==> config.mk <==
export PLATFORM = sky130hd
export DESIGN_NAME = mine_field_gen
export DESIGN_NICKNAME = d
export VERILOG_FILES = /design/src/rtl/mine_field_gen_pkg.sv /design/src/rtl/mine_lfsr7.sv /design/src/rtl/mine_field_gen.sv
export SDC_FILE = /design/constraint.sdc
export NUM_CORES = 1
export LEC_CHECK = 0
export BUFFER_PORTS_ARGS = -buffer_cell sky130_fd_sc_hd__buf_4
export CAP_MARGIN = 20
export CORE_MARGIN = 10
export CORE_UTILIZATION = 38
export CTS_BUF_LIST = sky130_fd_sc_hd__clkbuf_8
export CTS_CLUSTER_DIAMETER = 120
export DETAILED_ROUTE_END_ITERATION = 6
export GPL_ROUTABILITY_DRIVEN = 0
export GPL_TIMING_DRIVEN = 1
export PLACE_DENSITY = 0.72
export SLEW_MARGIN = 20
export SYNTH_ARGS = -nofsm -noshare
export SYNTH_HDL_FRONTEND = slang
export SYNTH_SLANG_ARGS = --single-unit
==> constraint.sdc <==
create_clock -name Clk -period 3.6 [get_ports Clk]
set_input_delay 0.18 -clock Clk [delete_from_list [all_inputs] [get_ports Clk]]
set_output_delay 0.18 -clock Clk [all_outputs]
set_load 0.01 [all_outputs]
==> src/rtl/mine_field_gen_pkg.sv <==
// ============================================================================
// Module      : mine_field_gen_pkg
// Description : Shared game constants and the 7-bit LFSR next-state function.
// Revision    : 1.0 - initial release
// ============================================================================
`default_nettype none

package mine_field_gen_pkg;

  localparam logic [1:0] c_EASY   = 2'd0;
  localparam logic [1:0] c_MEDIUM = 2'd1;
  localparam logic [1:0] c_HARD   = 2'd2;

  localparam logic [5:0] c_MASK_EASY   = 6'h0F;
  localparam logic [5:0] c_MASK_MEDIUM = 6'h1F;
  localparam logic [5:0] c_MASK_HARD   = 6'h3F;

  localparam int c_MINES_EASY   = 3;
  localparam int c_MINES_MEDIUM = 6;
  localparam int c_MINES_HARD   = 12;

  localparam logic [6:0] c_LFSR_RESET = 7'h40;

  // x^7 + x^6 + 1, maximal length (period 127)
  function automatic logic [6:0] lfsr7_next(input logic [6:0] v);
    return {v[5:0], v[6] ^ v[5]};
  endfunction

endpackage

`default_nettype wire

==> src/rtl/mine_lfsr7.sv <==
// ============================================================================
// Module      : mine_lfsr7
// Description : 7-bit Fibonacci LFSR with parallel load and advance enable.
// Revision    : 1.0 - initial release
// ============================================================================
`default_nettype none

module mine_lfsr7
  import mine_field_gen_pkg::*;
(
  input  logic       Clk,
  input  logic       Reset,
  input  logic       load,
  input  logic [6:0] load_value,
  input  logic       advance,
  output logic [6:0] lfsr
);

  logic [6:0] r_lfsr;

  always_ff @(posedge Clk) begin
    if (Reset) begin
      r_lfsr <= c_LFSR_RESET;
    end else if (load) begin
      r_lfsr <= load_value;
    end else if (advance) begin
      r_lfsr <= lfsr7_next(r_lfsr);
    end
  end

  assign lfsr = r_lfsr;

endmodule

`default_nettype wire

==> src/rtl/mine_field_gen.sv <==
// ============================================================================
// Module      : mine_field_gen
// Description : Seeds an LFSR from a difficulty counter and places distinct
//               mines on the selected board, avoiding the first-click cell.
// Revision    : 1.0 - initial release
// ============================================================================
`default_nettype none

module mine_field_gen
  import mine_field_gen_pkg::*;
#(
  parameter int MINES_EASY   = c_MINES_EASY,
  parameter int MINES_MEDIUM = c_MINES_MEDIUM,
  parameter int MINES_HARD   = c_MINES_HARD
) (
  input  logic        Clk,
  input  logic        Reset,
  input  logic        start,
  input  logic [1:0]  difficulty,
  input  logic [3:0]  seed_easy,
  input  logic [4:0]  seed_medium,
  input  logic [5:0]  seed_hard,
  input  logic [5:0]  safe_cell,
  output logic        busy,
  output logic        done,
  output logic [63:0] mine_map,
  output logic [3:0]  mine_count
);

  localparam logic [0:0] c_IDLE = 1'b0;
  localparam logic [0:0] c_GEN  = 1'b1;

  logic [0:0]  r_state;
  logic [0:0]  w_state_next;
  logic [63:0] r_map;
  logic [3:0]  r_count;
  logic        r_done;
  logic [5:0]  r_safe;
  logic [5:0]  r_mask;
  logic [3:0]  r_target;

  logic        w_load;
  logic        w_advance;
  logic        w_busy;
  logic [6:0]  w_seed;
  logic [5:0]  w_mask_sel;
  logic [3:0]  w_target_sel;
  logic [6:0]  w_lfsr;
  logic [5:0]  w_cand;
  logic        w_accept;
  logic        w_last;

  always_comb begin
    w_seed       = {1'b1, seed_hard};
    w_mask_sel   = c_MASK_HARD;
    w_target_sel = 4'(MINES_HARD);
    case (difficulty)
      c_EASY: begin
        w_seed       = {3'b100, seed_easy};
        w_mask_sel   = c_MASK_EASY;
        w_target_sel = 4'(MINES_EASY);
      end
      c_MEDIUM: begin
        w_seed       = {2'b10, seed_medium};
        w_mask_sel   = c_MASK_MEDIUM;
        w_target_sel = 4'(MINES_MEDIUM);
      end
      default: ;
    endcase
  end

  mine_lfsr7 u_lfsr (
    .Clk        (Clk),
    .Reset      (Reset),
    .load       (w_load),
    .load_value (w_seed),
    .advance    (w_advance),
    .lfsr       (w_lfsr)
  );

  // Masking the candidate keeps every bit above the board size at zero.
  assign w_cand   = w_lfsr[5:0] & r_mask;
  assign w_accept = (r_state == c_GEN) && (w_cand != r_safe) && !r_map[w_cand];
  assign w_last   = w_accept && ((r_count + 4'd1) == r_target);

  always_ff @(posedge Clk) begin
    if (Reset) begin
      r_state <= c_IDLE;
    end else begin
      r_state <= w_state_next;
    end
  end

  always_comb begin
    w_state_next = r_state;
    case (r_state)
      c_IDLE:  if (start) w_state_next = c_GEN;
      c_GEN:   if (w_last) w_state_next = c_IDLE;
      default: w_state_next = c_IDLE;
    endcase
  end

  always_comb begin
    w_busy    = (r_state == c_GEN);
    w_load    = (r_state == c_IDLE) && start;
    w_advance = (r_state == c_GEN);
  end

  always_ff @(posedge Clk) begin
    if (Reset) begin
      r_map    <= '0;
      r_count  <= '0;
      r_done   <= 1'b0;
      r_safe   <= '0;
      r_mask   <= '0;
      r_target <= '0;
    end else if (w_load) begin
      r_map    <= '0;
      r_count  <= '0;
      r_done   <= 1'b0;
      r_safe   <= safe_cell;
      r_mask   <= w_mask_sel;
      r_target <= w_target_sel;
    end else if (w_accept) begin
      r_map[w_cand] <= 1'b1;
      r_count       <= r_count + 4'd1;
      if (w_last) r_done <= 1'b1;
    end
  end

  assign busy       = w_busy;
  assign done       = r_done;
  assign mine_map   = r_map;
  assign mine_count = r_count;

endmodule

`default_nettype wire

==> Word level (Yosys, flattened, before mapping) <==
Index checks and enable logic that the tools add are counted.
{ "op_classes": {"addsub": 1, "n_lt_le_gt_ge": 2, "eq_ne": 3, "muxes": 12, "bitwise": 4, "reduce_logical": 10} }
{ "op_table": {"columns": ["operator", "n"], "rows": [
  ["$or A64 B64 Y64", 1],
  ["$pmux W6 S2", 2],
  ["$mux W7", 2],
  ["$pmux W4 S2", 1],
  ["$lt A6 B7 Y1 const B", 1],
  ["$and A6 B6 Y6", 1],
  ["$bmux W1 S6", 1],
  ["$demux W1 S6", 1],
  ["$ge A6 B1 Y1 const B", 1],
  ["$ne A6 B6 Y1", 1],
  ["$logic_and A1 B1 Y1", 5],
  ["$add A4 B1 Y4 const B", 1],
  ["$eq A4 B4 Y1", 1],
  ["$mux W1", 4],
  ["$eq A2 B1 Y1 const B", 1],
  ["$logic_not A2 Y1", 1],
  ["$pmux W1 S2", 1],
  ["$reduce_and A2 Y1", 1],
  ["$reduce_bool A2 Y1", 1],
  ["$reduce_or A2 Y1", 1],
  ["$logic_not A1 Y1", 1],
  ["$not A1 Y1", 1],
  ["$xor A1 B1 Y1", 1]
]} }
{ "word_totals": {"regBits": 93, "inputBits": 26, "out_inout_bits": 70, "wordCells": 40} }

==> Logic depth before layout (Yosys ltp) <==
{ "logic_depth": {"word_depth": 8, "depth_mapped": 11, "ltp_nobuf": 7} }

==> Modules after synthesis <==
Synthesis repeated with hierarchy kept, for this count alone.
{ "hier_totals": {"cells_unflattened": 436, "hier_area_um2": 4200.3} }
{ "by_module_without_submodules": {"columns": ["mod", "n_inst", "cells_per_inst", "area_per_inst_um2"], "rows": [
  ["mine_field_gen", 1, 401, 3839.9],
  ["mine_lfsr7", 1, 35, 360.3]
]} }

==> Worst setup path after synthesis <==
No wires, ideal clock.
{ "synth_timing": {"kind": "register to register", "start": "register u_lfsr.r_lfsr[0] (netlist: u_lfsr.lfsr[0])", "end": "register r_count[3] (netlist: mine_count[3])", "arrival_ns": 2.392, "slack_ns": 1.092, "stages_incl_launch_ff": 11, "path_buffers": 3, "cell_sequence": "dfxtp_1 > buf_2 > buf_4 > mux2_1 > a222oi_1 > a21oi_1 > nor4_1 > nor4b_4 > buf_2 > a21oi_1 > a31o_1"} }
{ "synth_via": {"elab_chain_len": 5} }
{ "synth_rtl": {"columns": ["element", "line_no", "source"], "rows": [
  ["start: declaration", "mine_lfsr7.sv:19", "logic [6:0] r_lfsr;"],
  ["start signal: assignment", "mine_lfsr7.sv:23", "r_lfsr <= c_LFSR_RESET;"],
  ["start signal: assignment", "mine_lfsr7.sv:25", "r_lfsr <= load_value;"],
  ["start signal: assignment", "mine_lfsr7.sv:27", "r_lfsr <= lfsr7_next(r_lfsr);"],
  ["$and A6 B6 Y6 *", "mine_field_gen.sv:82", "assign w_cand = w_lfsr[5:0] & r_mask;"],
  ["$bmux W1 S6", "mine_field_gen.sv:83", "assign w_accept = (r_state == c_GEN) && (w_cand != r_safe) && !r_map[w_cand];"],
  ["$mux W1 (not written as such)", "mine_field_gen.sv:83", null],
  ["$logic_not A1 Y1", "mine_field_gen.sv:83", null],
  ["$logic_and A1 B1 Y1 *", "mine_field_gen.sv:83", null],
  ["end signal: assignment", "mine_field_gen.sv:126", "r_count <= r_count + 4'd1;"],
  ["end: declaration", "mine_field_gen.sv:36", "logic [3:0] r_count;"]
]} }
Mark *: on every way between the ends. The rest lies on a longest branch, timed or not. The select of a mux whose other input is x is not followed.
A chain may end at the register's enable or synchronous reset.

==> Final worst setup path <==
{ "layout_timing": {"start": "register r_mask[3]", "end": "register r_count[2] (netlist: mine_count[2])"} }
{ "layout_via": {"elab_chain_len": 5} }
{ "layout_rtl": {"columns": ["element", "line_no", "source"], "rows": [
  ["start: declaration", "mine_field_gen.sv:39", "logic [5:0] r_mask;"],
  ["start signal: assignment", "mine_field_gen.sv:122", "r_mask <= w_mask_sel;"],
  ["$and A6 B6 Y6 *", "mine_field_gen.sv:82", null],
  ["$bmux W1 S6", "mine_field_gen.sv:83", null],
  ["$mux W1 (not written as such)", "mine_field_gen.sv:83", null],
  ["$logic_not A1 Y1", "mine_field_gen.sv:83", null],
  ["$logic_and A1 B1 Y1 *", "mine_field_gen.sv:83", null]
]} }
Marks and branches as above.

==> impl_metrics.py <==
metrics = {
    "outcome": {
        "status": "complete, no violations",
    },
    "grt": {
        "antenna_found_initial": 0,
        "grt_pass1_wl_mm": 20.30,
        "grt_max_degree": 39,
        "overflow": 0,
        "grt_pass1_vias": 3797,
        "grt_usage_pct": 15.55,
    },
    "logic_synthesis": {
        "yosysMostFrequentCell": "dfxtp_1",
        "synth_top_cell_by_area": "dfxtp_1",
        "synth.yosys.warnings": 0,
        "yosys-top-cells-area": "dfxtp_1 42%, a22o_1 5.0%, a41oi_1 5.0%, nor2_1 4.8%, nor3_1 4.3%",
        "synth_cells": 478,
        "syn_nets": 505,
        "synth-seq-cells": 88,
        "synth_edf_count": 0,
        "syn_avg_cell_area_um2": 8.737,
        "synth_area_mm2": 0.004177,
        "yosysSeqAreaShare_pct": 42.18,
        "synth_commonest_cells": "88 x dfxtp_1, 53 x nor2_1, 41 x nand2_1, 36 x nor3_1, 28 x clkbuf_1",
        "ys_async_sr_fraction_pct": 0,
        "synth.top_cell.area_share_pct": 42.18,
        "ys.flop_type": "dfxtp_1",
        "post_synth_num_cell_types": 47,
    },
    "timing": {
        "fmax_mhz": 334.7,
        "setup-violations-final": 0,
        "fin_skew_ps": 14.40,
        "final.setup.tns_ps": 0,
        "tightestPinTransition_ps": 798.0,
        "grt_setup_unrepaired": "no",
        "min_period_ps": 2988,
        "period_share_pct": 83.00,
        "hold_viol": 0,
        "final_max_slew_viol_count": 0,
        "slew_headroom_pct": 46.39,
    },
    "clock_network": {
        "cts_sinks": 88,
        "cts_root_buffer": "clkbuf_8",
        "cts_tree": "built",
        "post-cts-setup-buffers": 0,
        "clockBufferDepth": 2,
        "clock_latency_ps": 360,
        "clk_pin_slew_ps": 80,
        "cts_htree_levels": 3,
        "cts_inserted_buffers": 9,
        "cts_hold_buf": 0,
        "cts_resized": 0,
    },
    "final_layout": {
        "nets": 580,
        "layout.cells.non_filler": 697,
        "nFillCells": 1013,
        "num_antenna_cells": 0,
        "layout-drive-gt1-share_pct": 26.21,
        "area_growth_pct": 24.81,
    },
    "route": {
        "viasPerCell": 5.812,
        "routed_wl_mm": 12.89,
        "drt_pass1_iterations": 6,
        "drc": 0,
        "avgRoutedWirePerCell_um": 18.49,
        "drtAntennaViolNets": 0,
        "vias": 4051,
        "drtIter0Drc": 428,
    },
    "floorplanning": {
        "std_cell_rows": 38,
        "fp.dieW_um": 124.8,
        "die_h_um": 124.8,
        "coreArea_mm2": 0.01079,
        "die-area_mm2": 0.01558,
        "initial_core_util_pct": 38.70,
        "ios": 96,
    },
    "placement": {
        "dp_cells": 682,
        "portBuffers": 95,
        "dp_hpwl_mm": 9.381,
    },
    "job": {
        "cap_violations": 0,
    },
    "worst_setup_path": {
        "cp_data_arrival_time_ps": 3240,
        "critPathKind": "reg -> reg",
        "endpoint_kind": "flop",
        "start_kind": "flop",
        "critPathRequiredTime_ps": 3850,
        "path_max_fanout": 34,
    },
    "worst_hold_path": {
        "hold_class": "in -> reg",
    },
    "power_and_ir_drop": {
        "p_leak_nw": 2.081,
        "max-vdd-ir-drop_uv": 249.2,
        "power.density_mw_per_mm2": 381.8,
    },
}
==> worst paths after layout <==
check	start	end	slack, ps	cells past startpoint
worst max-delay path	r_mask[3]	mine_count[2]	610	8
worst min-delay path	safe_cell[4]	r_safe[4]	80	3
worst max register to register	r_mask[3]	mine_count[2]	610	8
worst min register to register	r_safe[5]	r_safe[5]	480	2
==> flip-flops by register name, indices dropped and copies added (netlist names) <==
signal,count
busy,1
mine_count,4
r_target,2
u_lfsr.lfsr,7
r_mask,3
mine_map,64
done,1
r_safe,6
==> kinds of logic after synthesis <==
kind of cell	Yosys count	share of synthesized area [%]
AND/OR/NAND/NOR	168	18.99
XOR/XNOR	12	2.516
adder cells (fa/ha/maj)	1	0.2995
multiplexers	30	7.759
buffers and inverters	51	5.123
flip-flops	88	42.18
AO/OA/AOI/OAI	128	23.13
==> final cells by class <==
type | count | area (um^2) | share of cell area [%]
clock buffers | 9 | 123.9 | 2.376
clock inverters | 6 | 86.33 | 1.656
inverters | 4 | 15.01 | 0.2880
multi-input cells | 339 | 2203 | 42.27
flip-flops and latches | 88 | 1763 | 33.82
well taps | 140 | 175.2 | 3.361
repair buffers | 111 | 845.8 | 16.23
==> routing by layer <==
layer / track usage [%] / routed length (um)
met1: 19.83 / 5590
met2: 25.53 / 6304
met3: 3.745 / 885
met4: 4.133 / 106
met5: 0 / 0
==> power by group <==
group	leakage [nW]	total [mW]	internal [mW]	switching, mW
clock network	0.110	0.728	0.386	0.342
logic	1.26	0.245	0.0938	0.151
registers	0.712	1.02	0.990	0.0280
==> stage by stage <==
stage          area, um^2  setup WS, ps  util [%]  total power, mW  hold WS (ps)
4_1_cts              5213         636.8     48.30            2.001         72.55
3_3_place_gp         5002         676.4     46.35            1.275         434.9
6_report             5213         612.0     48.30            1.990         77.19
3_5_place_dp         5002         661.3     46.35            1.283         445.0
2_1_floorplan        4177          1092         -            1.204         316.0
5_1_grt              5213         396.3     48.30            2.068         89.62
==> cells in the final DEF, fill, tap and decap left out, drive strengths merged, types with 7 or more instances in the layout <==
master    n
nor3     36
a41oi    24
mux2i    11
dfxtp    88
a32o      8
o21ai     9
a31oi     7
nand3    13
xnor2     8
buf     111
a22oi     8
a21oi    24
a22o     24
mux2     19
nor2     53
nand2    41
clkbuf    9
==> worst max-delay path, cell delays in order, from the launching register on <==
cell and delay, ps:
dfxtp_1 500, and3_1 520, a222oi_1 460, a21oi_1 120, nor4_1 300, nor4b_4 260, buf_4 370, a21oi_1 120
a31o_2 220
Note: power is estimated with default switching activity, not from simulation.
